$ cat config.mk
export PLATFORM = sky130hd
export DESIGN_NAME = quadrant_cmd_queue
export DESIGN_NICKNAME = d
export VERILOG_FILES = /design/src/rtl/pisa_kbd_pkg.sv /design/src/rtl/quad_cmd_fifo.sv /design/src/rtl/quadrant_cmd_queue.sv
export SDC_FILE = /design/constraint.sdc
export NUM_CORES = 1
export LEC_CHECK = 0
export BUFFER_PORTS_ARGS = -buffer_cell sky130_fd_sc_hd__buf_2
export CAP_MARGIN = 20
export CORE_MARGIN = 4
export CORE_UTILIZATION = 53
export CTS_CLUSTER_DIAMETER = 100
export CTS_CLUSTER_SIZE = 16
export DETAILED_ROUTE_END_ITERATION = 10
export GPL_ROUTABILITY_DRIVEN = 0
export HOLD_SLACK_MARGIN = 0.12
export PLACE_DENSITY_LB_ADDON = 0.12
export SLEW_MARGIN = 5
export SYNTH_ARGS = -nofsm -noshare
export SYNTH_HDL_FRONTEND = slang
export SYNTH_SLANG_ARGS = --single-unit
$ cat constraint.sdc
create_clock -name clk -period 2.9 [get_ports clk]
set_clock_uncertainty 0.05 [all_clocks]
set_input_delay 0.145 -clock clk [delete_from_list [all_inputs] [get_ports clk]]
set_output_delay 0.145 -clock clk [all_outputs]
set_load 0.01 [all_outputs]
$ cat src/rtl/pisa_kbd_pkg.sv
`default_nettype none
// ============================================================================
//  Module      : pisa_kbd_pkg
//  Description : Shared types, constants and helpers for the keyboard
//                quadrant command path.
//  Revision    : 1.0 - initial release
// ============================================================================
package pisa_kbd_pkg;

   localparam int NUM_QUADRANTS          = 16;
   localparam int DEFAULT_HOLDOFF_CYCLES = 25000000;

   typedef logic [3:0]               quadrant_idx_t;
   typedef logic [NUM_QUADRANTS-1:0] quadrant_onehot_t;

   typedef enum logic [1:0] {
      IDLE    = 2'd0,
      CHECK   = 2'd1,
      HOLDOFF = 2'd2
   } qcq_state_t;

   // Index of the highest set bit; only meaningful when the input is one-hot.
   function automatic quadrant_idx_t onehot_to_idx(input quadrant_onehot_t oh);
      quadrant_idx_t idx;
      idx = '0;
      for (int i = 0; i < NUM_QUADRANTS; i++) begin
         if (oh[i]) idx = quadrant_idx_t'(i);
      end
      return idx;
   endfunction

   // True when exactly one bit is set.
   function automatic logic is_onehot(input quadrant_onehot_t oh);
      return (oh != '0) && ((oh & (oh - quadrant_onehot_t'(1))) == '0);
   endfunction

endpackage
`default_nettype wire

$ cat src/rtl/quad_cmd_fifo.sv
`default_nettype none
// ============================================================================
//  Module      : quad_cmd_fifo
//  Description : Synchronous first-word-fall-through FIFO of quadrant indices.
//                A push while full is accepted only if a pop frees a slot in
//                the same cycle; a pop while empty is ignored.
//  Revision    : 1.0 - initial release
// ============================================================================
module quad_cmd_fifo
   import pisa_kbd_pkg::*;
#(
   parameter int DEPTH = 4
)(
   input  logic                   clk,
   input  logic                   rst,
   input  logic                   push,
   input  quadrant_idx_t          push_data,
   input  logic                   pop,
   output quadrant_idx_t          head,
   output logic [$clog2(DEPTH):0] count,
   output logic                   full,
   output logic                   empty
);

   localparam int AW = $clog2(DEPTH);
   localparam logic [AW-1:0] PTR_ONE = 1;
   localparam logic [AW:0]   CNT_ONE = 1;
   localparam logic [AW:0]   CNT_MAX = (AW+1)'(DEPTH);

   quadrant_idx_t   mem [DEPTH];
   logic [AW-1:0]   wr_ptr;
   logic [AW-1:0]   rd_ptr;
   logic            do_push;
   logic            do_pop;

   assign empty   = (count == '0);
   assign full    = (count == CNT_MAX);
   assign do_pop  = pop && !empty;
   assign do_push = push && (!full || do_pop);
   // Head is read straight from storage so it stays at the last value once drained.
   assign head    = mem[rd_ptr];

   // Storage and pointers; contents cleared on reset so the head reads zero.
   always_ff @(posedge clk) begin
      if (rst) begin
         wr_ptr <= '0;
         rd_ptr <= '0;
         count  <= '0;
         for (int i = 0; i < DEPTH; i++) mem[i] <= '0;
      end else begin
         if (do_push) begin
            mem[wr_ptr] <= push_data;
            wr_ptr      <= wr_ptr + PTR_ONE;
         end
         if (do_pop) rd_ptr <= rd_ptr + PTR_ONE;
         case ({do_push, do_pop})
            2'b10:   count <= count + CNT_ONE;
            2'b01:   count <= count - CNT_ONE;
            default: count <= count;
         endcase
      end
   end

endmodule
`default_nettype wire

$ cat src/rtl/quadrant_cmd_queue.sv
`default_nettype none
// ============================================================================
//  Module      : quadrant_cmd_queue
//  Description : Converts one-hot keyboard quadrant confirms into queued
//                4-bit commands, rejecting malformed codes and repeats of the
//                same quadrant inside a holdoff window.
//  Revision    : 1.0 - initial release
// ============================================================================
module quadrant_cmd_queue
   import pisa_kbd_pkg::*;
#(
   parameter int DEPTH          = 4,
   parameter int HOLDOFF_CYCLES = DEFAULT_HOLDOFF_CYCLES,
   parameter int HOLD_W         = 25
)(
   input  logic                     clk,
   input  logic                     rst,
   input  logic [NUM_QUADRANTS-1:0] quadrant_confirm,
   input  logic                     cmd_ready,
   input  logic                     clr_status,
   output logic                     cmd_valid,
   output logic [3:0]               cmd_quadrant,
   output logic [$clog2(DEPTH):0]   fifo_count,
   output logic [NUM_QUADRANTS-1:0] sel_led,
   output logic                     err_multi,
   output logic                     err_overflow
);

   localparam logic [HOLD_W-1:0] HOLD_RELOAD = HOLD_W'(HOLDOFF_CYCLES);
   localparam logic [HOLD_W-1:0] HOLD_ONE    = 1;

   qcq_state_t        state;
   qcq_state_t        state_nx;
   quadrant_onehot_t  confirm_q;
   logic              new_evt;
   quadrant_idx_t     evt_idx;
   logic              evt_ok;
   logic              evt_in_hold;
   quadrant_idx_t     last_idx;
   logic [HOLD_W-1:0] hold_cnt;
   logic              capture;
   logic              accept;
   logic              dup;
   logic              bad;
   logic              pop_req;
   logic              fifo_full;
   logic              fifo_empty;

   // A confirm level produces one event on its first non-zero cycle.
   assign new_evt = (quadrant_confirm != '0) && (quadrant_confirm != confirm_q);
   assign pop_req = cmd_valid && cmd_ready;
   assign cmd_valid = !fifo_empty;

   // Previous-cycle copy of the confirm bus for edge detection.
   always_ff @(posedge clk) begin
      if (rst) confirm_q <= '0;
      else     confirm_q <= quadrant_confirm;
   end

   // State register.
   always_ff @(posedge clk) begin
      if (rst) state <= IDLE;
      else     state <= state_nx;
   end

   // Next-state logic and one-cycle decision strobes.
   always_comb begin
      state_nx = state;
      capture  = 1'b0;
      accept   = 1'b0;
      dup      = 1'b0;
      bad      = 1'b0;
      case (state)
         IDLE: begin
            if (new_evt) begin
               capture  = 1'b1;
               state_nx = CHECK;
            end
         end
         CHECK: begin
            if (!evt_ok) begin
               bad      = 1'b1;
               state_nx = evt_in_hold ? HOLDOFF : IDLE;
            end else if (evt_in_hold && (evt_idx == last_idx)) begin
               dup      = 1'b1;
               state_nx = HOLDOFF;
            end else begin
               accept   = 1'b1;
               state_nx = HOLDOFF;
            end
         end
         HOLDOFF: begin
            if (new_evt) begin
               capture  = 1'b1;
               state_nx = CHECK;
            end else if (hold_cnt == '0) begin
               state_nx = IDLE;
            end
         end
         default: state_nx = IDLE;
      endcase
   end

   // Latch the event being judged; in_hold records whether a window was live.
   always_ff @(posedge clk) begin
      if (rst) begin
         evt_idx     <= '0;
         evt_ok      <= 1'b0;
         evt_in_hold <= 1'b0;
      end else if (capture) begin
         evt_idx     <= onehot_to_idx(quadrant_confirm);
         evt_ok      <= is_onehot(quadrant_confirm);
         evt_in_hold <= (state == HOLDOFF) && (hold_cnt != '0);
      end
   end

   // Holdoff window: restarted by accepts and by repeats so a held key never re-fires.
   always_ff @(posedge clk) begin
      if (rst)                  hold_cnt <= '0;
      else if (accept || dup)   hold_cnt <= HOLD_RELOAD;
      else if (hold_cnt != '0)  hold_cnt <= hold_cnt - HOLD_ONE;
   end

   // Last accepted quadrant and its LED image, updated even if the queue is full.
   always_ff @(posedge clk) begin
      if (rst) begin
         last_idx <= '0;
         sel_led  <= '0;
      end else if (accept) begin
         last_idx <= evt_idx;
         sel_led  <= quadrant_onehot_t'(1) << evt_idx;
      end
   end

   // Sticky error flags; a new set condition beats a simultaneous clear.
   always_ff @(posedge clk) begin
      if (rst) begin
         err_multi    <= 1'b0;
         err_overflow <= 1'b0;
      end else begin
         if (bad)             err_multi <= 1'b1;
         else if (clr_status) err_multi <= 1'b0;
         if (accept && fifo_full && !pop_req) err_overflow <= 1'b1;
         else if (clr_status)                 err_overflow <= 1'b0;
      end
   end

   quad_cmd_fifo #(
      .DEPTH (DEPTH)
   ) u_fifo (
      .clk       (clk),
      .rst       (rst),
      .push      (accept),
      .push_data (evt_idx),
      .pop       (pop_req),
      .head      (cmd_quadrant),
      .count     (fifo_count),
      .full      (fifo_full),
      .empty     (fifo_empty)
   );

endmodule
`default_nettype wire
==> metrics.txt, run 1 <==
run status=complete, no violations; Hold Buf Count CTS=17; Worst-path clk slew=0.09 ns; first drt pass iteration count=5; design area=5052 sq um; Root Buffer=clkbuf_8; die height=99.21 microns; CTS H-Tree Depth=3; DR DRC count=0; largest net degree at the start of global routing=between 70 and 80; Inst Count DP=about 600; DP HPWL=approximately 6.3 mm; busiest grt layer=met2; row cnt=33; # diodes=0; Longest Clk Path Bufs=2; Sink Count=96; cells resized by post-CTS repair=0; Final Util=between 60 and 70%; Tmin final=2.495 ns; Initial Util=54.21%; Overflow after GRT=0; CTS Buf Count=9; area of the multi-input gates=2157 sq um; fmax=400.8 MHz; Slew @ Worst Pin=approximately 0.75 ns; count of cell types in the netlist=between 50 and 60; synthesized area=around 4400 sq um; cell count of the worst reg-to-reg path=6; core area=8134 sq um; Int Pwr=around 2.6 mW; Global Route Usage Sum=18.89%; required time of the critical path=a little under 3 ns; worst flop-to-flop path startpoint=evt_idx[1]; Switching Share=34.48%; Post-CTS Setup Inserts=0; final worst-path cycle share=between 80% and 90%; met2 Usage GRT=32.54%; switching pwr=1.351 mW; synthesis-stage register bit count=96; Seq/Total Area, Yosys=a little under half; Hold Path Depth=2; CP max FO=39; Final ANT Viol Nets=0; Worst Path Arrival=roughly 2.5 ns; Layout area overhead=14.59%; ys flop type=dfxtp_1; Worst R2R End=u_fifo.mem[0][1]; max-cap viol count=0; storage element area=around 2100 sq um; Pleak=approximately 2.0 nW; PortBufs=45; I/O pins=between 40 and 50; CP startpoint kind=register; TritonCTS clock tree=done; met1 GRT Util=between 20% and 30%; CP Class=reg -> reg; slew margin rel.=roughly half; sequential share of power=a little over two fifths; Gate power share=a little over a third; Power Density=about 780 nW/um^2; R2R Setup Slk=slightly above 0.4 ns; Post-synth EDFFs=16; asr flop ratio synth=0%; clk_lat worst skew=0.35 ns; Hold Path Class=in -> reg; dpl cell area=4705 sq um; fin cells=634; pre-CTS setup slack=0.4084 ns; Syn Area/Cell=just over 9 sq um; clock share of power=20.7%; final hold vios=0; Final nets=546; syn_nets=between 400 and 500; DR iter-0 viols=143; post-DR vias/cell=5.401; Slew Viols, Final=0; met3 usage=under 10%; routed wire length=between 9 and 10 mm; routed vias=~3,400; setup ws final=0.4049 ns; Synth Instances=roughly 480; wire per inst=between 10 and 15 microns; VDD IR max=roughly 0.31 mV; hold endpoint=u_fifo.mem[0][3]; number of global-route vias before repair=3,307; die width=slightly below 100 microns; antenna violations before repair=0; Worst setup EP type=register; first-pass GRT wire length=roughly 15 mm; Fin Setup TNS=0 ns; Hold Startpoint=rst; layout cell share with drive strength beyond 1=about 16%; synth warn=0; die area=a little under 10,000 sq um; final setup vio count=0; RSZ-0062 raised after global routing=no; fillcell total=between 700 and 800
[logic make-up (layout without fill, tap and decap cells)]
| kind of cell | Yosys count | after routing | share of synthesized area (%) |
|---|---|---|---|
| adder cells (fa/ha/maj) | 3 | 3 | 0.9648 |
| AO/OA/AOI/OAI | 70 | 70 | 10.05 |
| buffers and inverters | 45 | 99 | 4.030 |
| flip-flops | 96 | 96 | 47.22 |
| XOR/XNOR | 48 | 48 | 9.535 |
| AND/OR/NAND/NOR | 203 | 203 | 24.77 |
| multiplexers | 10 | 10 | 3.434 |
[power groups by stage]
stage                     combinational [mW]  clock (mW)  sequential, mW
final                                   1.40       0.809            1.71
after global routing                    1.56       0.889            1.74
after CTS                               1.41       0.831            1.71
after detailed placement                1.38           0            1.74
after global placement                  1.35           0            1.73
after floorplan                         1.12           0            1.70
[cell usage in the layout (no fill, tap or decap), drive strengths merged, types with 5 or more instances in the layout]
cell type | Yosys | layout
dfxtp | 80 | 80
nor2 | 60 | 60
buf | 6 | 53
a21oi | 39 | 39
nor4 | 27 | 27
nor3 | 26 | 26
xor2 | 25 | 25
xnor2 | 23 | 23
nand2 | 22 | 22
dlygate4sd3 | 0 | 17
and2 | 16 | 16
edfxtp | 16 | 16
nor2b | 14 | 14
clkbuf | 26 | 14
inv | 13 | 13
nand2b | 8 | 8
o21ai | 6 | 6
or3 | 6 | 6
mux2i | 5 | 5
a211oi | 5 | 5
or4 | 5 | 5
[state kept, by name, summed over array words and instances, names as in the netlist, named ones only]
register       cells
confirm_q         16
err_overflow       1
u_fifo.rd_ptr      2
u_fifo.wr_ptr      2
evt_in_hold        1
hold_cnt          25
u_fifo.count       3
err_multi          1
state              2
last_idx           4
evt_ok             1
u_fifo.mem        16
sel_led           16
evt_idx            4
[cells in the mapped netlist (3+ instances only)]
| cell type | n | area, sq um |
|---|---|---|
| or3_1 | 5 | 31.28 |
| xnor2_1 | 23 | 201.4 |
| dfxtp_1 | 80 | 1602 |
| mux4_2 | 4 | 90.09 |
| inv_1 | 13 | 48.80 |
| nor3_1 | 25 | 125.1 |
| a21oi_1 | 39 | 195.2 |
| and2_1 | 16 | 100.1 |
| xor2_1 | 25 | 219.0 |
| a211oi_1 | 5 | 37.54 |
| nand2_1 | 22 | 82.58 |
| o21ai_0 | 6 | 30.03 |
| o21bai_1 | 3 | 22.52 |
| o31ai_1 | 3 | 22.52 |
| or4_1 | 4 | 30.03 |
| clkbuf_1 | 26 | 97.59 |
| nor4_1 | 26 | 162.7 |
| nor2_1 | 60 | 225.2 |
| nor2b_1 | 14 | 87.58 |
| edfxtp_1 | 16 | 480.5 |
| nand2b_1 | 6 | 37.54 |
| or2_2 | 3 | 18.77 |
| nand3_1 | 4 | 20.02 |
| mux2i_1 | 5 | 50.05 |
| buf_2 | 4 | 20.02 |
[worst max-delay path by stage]
stage	from	endpoint	slack, ns	cells after the start
floorplan	evt_idx[2]	u_fifo.count[2]	0.12	10
detailed placement	evt_idx[1]	u_fifo.mem[0][3]	0.41	6
finish	evt_idx[1]	u_fifo.mem[0][1]	0.40	6
global route	evt_idx[1]	u_fifo.mem[0][2]	0.13	6
CTS	evt_idx[1]	u_fifo.mem[0][1]	0.39	6
global placement	evt_idx[0]	u_fifo.mem[2][0]	0.54	7
[worst max-delay path: stages (launching register included)]
cell and delay [ns]:
dfxtp_1 0.57, xor2_1 0.22, o41ai_2 0.11, buf_4 0.27, nor3_1 0.34, nor3b_1 0.42, or2_2 0.24
[per-stage QoR]
step                      total power [mW]  hold slack [ns]
after floorplan                      2.818           0.2232
after global placement               3.082           0.3769
after detailed placement             3.120           0.3902
after CTS                            3.948           0.1354
after global routing                 4.188           0.1507
final                                3.917           0.1460
[final cells by class]
type	count	share of cell area [%]
Multi-Input combinational cell	334	42.69
Timing Repair Buffer	70	9.014
Inverter	13	0.9658
Clock inverter	2	0.2724
Tap cell	105	2.600
Clock buffer	14	3.244
Sequential cell	96	41.21
[layer usage]
layer	routed length [microns]	share of wire, %
met5	0	0
met4	108	1.2
met3	296	3.3
met2	4453	49
met1	4224	47
No activity file was read; power rests on OpenSTA's default activity.
==> run 2: changes to the inputs <==
ABC_AREA = 1   (was not set)
==> run 2 against run 1 <==
Global-route usage grew 1.7 points. Fmax up 6.4%. Setup slack improved by 0.15 ns. Sequential cell count is the same. Clock power is 4.1% higher. Final cell count grew 25%. Highest routed layer unchanged.
==> metrics.txt, run 2 <==
run status=complete, no violations; Global Route Usage Sum=20.59% (+1.7 points); Synth area leader=dfxtp_1; die width=101.4 microns (+2.2%); commonest cells after routing, fill and taps aside=125 x nand2_1, 108 x nor2_1, 80 x dfxtp_1; die area=10,280 sq um (+4.4%); Largest Register=hold_cnt; I/O pins=46 (unchanged); ys flop type=dfxtp_1; Hold Path Class=in -> reg; Layout area overhead=14.05%; final setup vio count=0 (unchanged); Seq/Total Area, Yosys=45.06% (-2.2 points); CP Class=reg -> reg; leading cell type in the layout, fill and taps excluded=nand2_1; CP max FO=13 (-67%); Worst Path Arrival=2.29 ns (-0.22 ns); Post-synth EDFFs=16 (unchanged); post-DR vias/cell=5.296 (-1.9%); Critical Path Source=state[0]; clk_lat worst skew=0.35 ns (about the same); DP HPWL=7.572 mm (+20%); Worst-path clk slew=0.09 ns (about the same); top post-synthesis cells by area=dfxtp_1 35%, edfxtp_1 10%, nand2_1 10%; asr flop ratio synth=0% (unchanged); VDD IR max=0.7773 mV (+150%); Longest Clk Path Bufs=2 (unchanged); first drt pass iteration count=5 (unchanged); CTS Buf Count=9 (unchanged); die height=101.4 microns (+2.2%); cells resized by post-CTS repair=0 (unchanged); Sink Count=96 (unchanged); Final nets=702 (+29%); syn_nets=643 (+29%); Tmin final=2.344 ns (-0.1510 ns); max-cap viol count=0 (unchanged); area share of the largest cell type after synthesis=34.66% (-1.7 points); top-count cell post-synth=nand2_1; synthesized area=4621 sq um (+4.8%); CTS H-Tree Depth=3 (unchanged); row cnt=33 (unchanged); first-pass GRT wire length=17.20 mm (+12%); Root Buffer=clkbuf_8; # diodes=0 (unchanged); fillcell total=761 (+7.8%); Worst setup EP type=register; final hold vios=0 (unchanged); Pleak=2.286 nW (+15%); routed vias=4,184 (+22%); DR DRC count=0 (unchanged); TritonCTS clock tree=done; Slew Viols, Final=0 (unchanged); PortBufs=45 (unchanged); count of cell types in the netlist=42 (-28%); RSZ-0062 raised after global routing=no; Final ANT Viol Nets=0 (unchanged); Worst R2R End=u_fifo.mem[3][3]; antenna violations before repair=0 (unchanged); R2R Setup Slk=0.56 ns (+0.15 ns); Compound-Gate Fraction of Synth Area=10.99% (+0.95 points); Adder-Cell Fraction of Synth Area=0.7040% (-0.26 points); Hold Buf Count CTS=17 (unchanged); final worst-path cycle share=80.83% (-5.2 points); largest net degree at the start of global routing=50 (-35%); CP startpoint kind=register; synthesis-stage register bit count=96 (unchanged); Final Power=4.655 mW (+19%); Overflow after GRT=0 (unchanged); DR iter-0 viols=230 (+61%); Fin Setup TNS=0 ns (unchanged); fmax=426.6 MHz (+6.4%); mux cell area share after synthesis=0% (-3.4 points); required time of the critical path=2.84 ns (-0.08 ns); slew margin rel.=60.04% (+10 points); Post-CTS Setup Inserts=0 (unchanged); cell count of the worst reg-to-reg path=8 (+2); CP endpoint=u_fifo.mem[3][3]; routed wire length=10.33 mm (+14%); max reg flops=25 (unchanged); wire per inst=13.08 microns (-8.7%); Synth Instances=621 (+31%); main combinational cell family by area after synthesis=simple AND/OR/NAND/NOR gates; core area=8341 sq um (+2.5%); Initial Util=55.40% (+1.2 points); top cells by count, synth=125 x nand2_1, 108 x nor2_1, 80 x dfxtp_1, 54 x inv_1, 52 x a21oi_1; layout cell share with drive strength beyond 1=13.43% (-2.6 points); Slew @ Worst Pin=0.5931 ns (-0.1574 ns); number of global-route vias before repair=3,722 (+13%); Power Density=883.2 nW/um^2 (+14%); worst flop-to-flop path startpoint=state[0]; Syn Area/Cell=7.441 sq um (-20%); XOR/XNOR share of the synthesized area=4.739% (-4.8 points); Simple-Gate Fraction of Synth Area=31.46% (+6.7 points); synth warn=0 (unchanged)
[run 2: kinds of logic after synthesis]
| kind of cell | count (synthesis) |
|---|---|
| AO/OA/AOI/OAI | 94 |
| XOR/XNOR | 25 |
| adder cells (fa/ha/maj) | 2 |
| buffers and inverters | 77 |
| flip-flops | 96 |
| AND/OR/NAND/NOR | 327 |
[run 2: worst min-delay path by stage]
stage,from,endpoint,slack [ns],cells past startpoint
after detailed placement,quadrant_confirm[0],confirm_q[0],0.36,3
after global routing,cmd_ready,err_overflow,0.23,6
after floorplan,rst,state[0],0.19,1
after CTS,cmd_ready,err_overflow,0.22,6
after global placement,quadrant_confirm[0],confirm_q[0],0.35,3
final,cmd_ready,err_overflow,0.23,6
[run 2: area by class of cell]
cell class	instances	area, sq um	share of cell area (%)
multi-input cells	448	2213	42.00
repair buffers	66	425.4	8.072
clock buffers	11	152.6	2.896
flip-flops and latches	96	2082	39.51
clock inverters	5	38.79	0.7360
inverters	59	226.5	4.297
well taps	105	131.4	2.493
[run 2: per-stage QoR]
stage / cell area (sq um) / setup slack [ns] / utilization (%) / hold slack, ns / cells
floorplan: 4621 / 1.025 / - / 0.1891 / 621
global placement: 4908 / 0.6308 / 58.85 / 0.3518 / 757
detailed placement: 4908 / 0.5499 / 58.85 / 0.3553 / 757
CTS: 5270 / 0.5401 / 63.19 / 0.2227 / 790
global route: 5270 / 0.2466 / 63.19 / 0.2305 / 790
finish: 5270 / 0.5559 / 63.19 / 0.2299 / 790
[run 2: critical path, stage by stage, from the launching register on]
cell,delay (ns)
dfxtp_1,0.32
inv_1,0.06
nor2_1,0.15
nand2_1,0.30
inv_1,0.20
nand2_2,0.15
nor2_4,0.18
nand2_1,0.09
o21ai_0,0.49
[run 2: layer usage]
layer | part of all wire [%] | routed length, microns | track usage [%] | vias up
met5 | 0 | 0 | 0 | -
met4 | 1.0 | 107 | 3.885 | 0
met3 | 6.2 | 642 | 5.372 | 20
met2 | 48 | 4989 | 34.15 | 134
met1 | 44 | 4590 | 27.39 | 1888
li1 | - | - | - | 2142
[run 2: report_power, final]
part	switching [mW]	internal (mW)
Sequential	0.196	1.56
Clock	0.469	0.373
Combinational	1.30	0.751
==> run 3: changes to the inputs <==
clock period = 2.1 ns   (was 2.9 ns; I/O delays follow)
==> run 3 against run 2 <==
Core utilization grew 1.1 points. Non-clock buffer count grew 9. Critical path type unchanged. Critical endpoint is now u_fifo.count[2]. First-iteration DRC count fell by 4.8%. Clock power rose by 43%.
==> metrics.txt, run 3 (same netlist as run 2, synthesis figures left out) <==
final worst-path cycle share=89.97% (+9.1 points); slew margin rel.=65.22% (+5.2 points); first-pass GRT wire length=17.94 mm (+4.3%); Slew @ Worst Pin=0.5217 ns (-0.07140 ns); Inst Count DP=765 (+1.1%); Largest Register=hold_cnt; CP max FO=5 (-8); Overflow after GRT=0 (unchanged); Root Buffer=clkbuf_8; Sink Count=96 (unchanged); Tmin final=1.889 ns (-0.4547 ns); final setup vio count=0 (unchanged); core area=8341 sq um (unchanged); Worst Path Arrival=2.10 ns (-0.19 ns); Fin Hold WS=0.1730 ns (-0.05682 ns); Layout area overhead=16.03%; routed wire length=10.44 mm (+1.0%); die area=10,280 sq um (unchanged); largest net degree at the start of global routing=50 (unchanged); Worst-path clk slew=0.09 ns (about the same); TritonCTS clock tree=done; max-cap viol count=0 (unchanged); CP startpoint kind=register; # diodes=0 (unchanged); Slew Viols, Final=0 (unchanged); crit-path max cell delay=0.42 ns (-0.07 ns); fmax=529.3 MHz (+24%); layout cell share with drive strength beyond 1=14.70% (+1.3 points); Longest Clk Path Bufs=2 (unchanged); CP Class=reg -> reg; fin cells=799 (+1.1%); Worst Path Buf+Inv=2 (unchanged); CP Cell Sequence=inv_2 -> nand2_1 -> o21ai_1 -> nor3_1 -> nand2_1 -> nand2_2 -> nand2_4 -> fa_1 -> inv_1 -> nand2_1 -> a21oi_1 -> nor2_1; PortBufs=45 (unchanged); CTS Buf Count=9 (unchanged); DP HPWL=7.644 mm (+0.94%); row cnt=33 (unchanged); die height=101.4 microns (unchanged); DR DRC count=0 (unchanged); RSZ-0062 raised after global routing=no; CTS H-Tree Depth=3 (unchanged); Final nets=711 (+1.3%); commonest cells after routing, fill and taps aside=125 x nand2_1, 108 x nor2_1, 80 x dfxtp_1; clock share of power=18.3% (+0.2 points); Switching Share=42.04% (-0.24 points); clk_lat worst skew=0.36 ns (about the same); I/O pins=46 (unchanged); required time of the critical path=2.31 ns (-0.53 ns); leading cell type in the layout, fill and taps excluded=nand2_1; VDD IR max=1.290 mV (+66%); Final ANT Viol Nets=0 (unchanged); most frequent CP cell=nand2_1; Initial Util=55.40% (unchanged); DR iter-0 viols=219 (-4.8%); sequential share of power=37.2% (-0.6 points); Final Util=64.28% (+1.1 points); switching pwr=2.757 mW (+40%); antenna violations before repair=0 (unchanged); routed vias=4,259 (+1.8%); first drt pass iteration count=5 (unchanged); die width=101.4 microns (unchanged); Global Route Usage Sum=21.55% (+0.96 points); final hold vios=0 (unchanged); run status=complete, no violations; Gate power share=44.5% (+0.4 points); Hold Path Class=in -> reg; number of global-route vias before repair=3,916 (+5.2%); max reg flops=25 (unchanged); post-DR vias/cell=5.330 (+0.65%); Post-CTS Setup Inserts=0 (unchanged); Pleak=2.331 nW (+2.0%); Worst setup EP type=register; Final Power=6.558 mW (+41%); Fin Setup TNS=0 ns (unchanged); CP top delay family=simple AND/OR/NAND/NOR gates; Int Pwr=3.801 mW (+41%); wire per inst=13.06 microns (-0.12%); Power Density=1223 nW/um^2 (+38%); slowest CP cell=dfxtp_1
run 3: cell type report:
class	count	area, sq um
Tap cell	105	131.4
Inverter	59	226.5
Sequential cell	96	2082
Clock buffer	12	166.4
Timing Repair Buffer	75	495.5
Clock inverter	4	33.78
Fill cell	776	2979
Multi-Input combinational cell	448	2226
run 3: through the flow:
stage / instance area (sq um) / worst slack, ns
after floorplan: 4621 / 0.2254
after global placement: 4969 / 0.2292
after detailed placement: 4969 / 0.1376
after CTS: 5349 / 0.1190
after global routing: 5361 / 0.02264
final: 5361 / 0.2105
run 3: per-layer routing:
metal	global-route usage, %	part of all wire, %	wire [microns]
met1	27.53	43	4484
met2	36.47	49	5124
met3	5.165	6.3	657
met4	5.930	1.6	169
met5	0	0	0
run 3: worst reg2reg max path: stages, from the launching register on:
cell	delay [ns]
dfxtp_1	0.42
inv_2	0.08
nand2_1	0.06
o21ai_1	0.05
nor3_1	0.16
nand2_1	0.08
nand2_2	0.12
nand2_4	0.08
fa_1	0.38
inv_1	0.06
nand2_1	0.06
a21oi_1	0.13
nor2_1	0.06
run 3: path summary, 6_finish.rpt:
check	start	endpoint	slack, ns	cells after the start
hold reg to reg	sel_led[2]	sel_led[2]	0.42	2
hold / removal	cmd_ready	u_fifo.rd_ptr[0]	0.17	4
setup reg to reg	evt_idx[1]	u_fifo.count[2]	0.21	12
setup / recovery	evt_idx[1]	u_fifo.count[2]	0.21	12
run 3: repair_timing:
action	4_1_cts	5_1_grt
endpoints found under the hold margin	20	0
hold buffers	18	0
resized for setup	0	3
endpoints found under the setup margin	0	6
run 3: power by group through the flow:
stage / combinational [mW] / clock, mW / sequential [mW]
6_report: 2.92 / 1.20 / 2.44
4_1_cts: 2.89 / 1.23 / 2.43
3_5_place_dp: 2.84 / 0 / 2.47
3_3_place_gp: 2.77 / 0 / 2.47
2_1_floorplan: 2.21 / 0 / 2.39
5_1_grt: 3.34 / 1.32 / 2.48
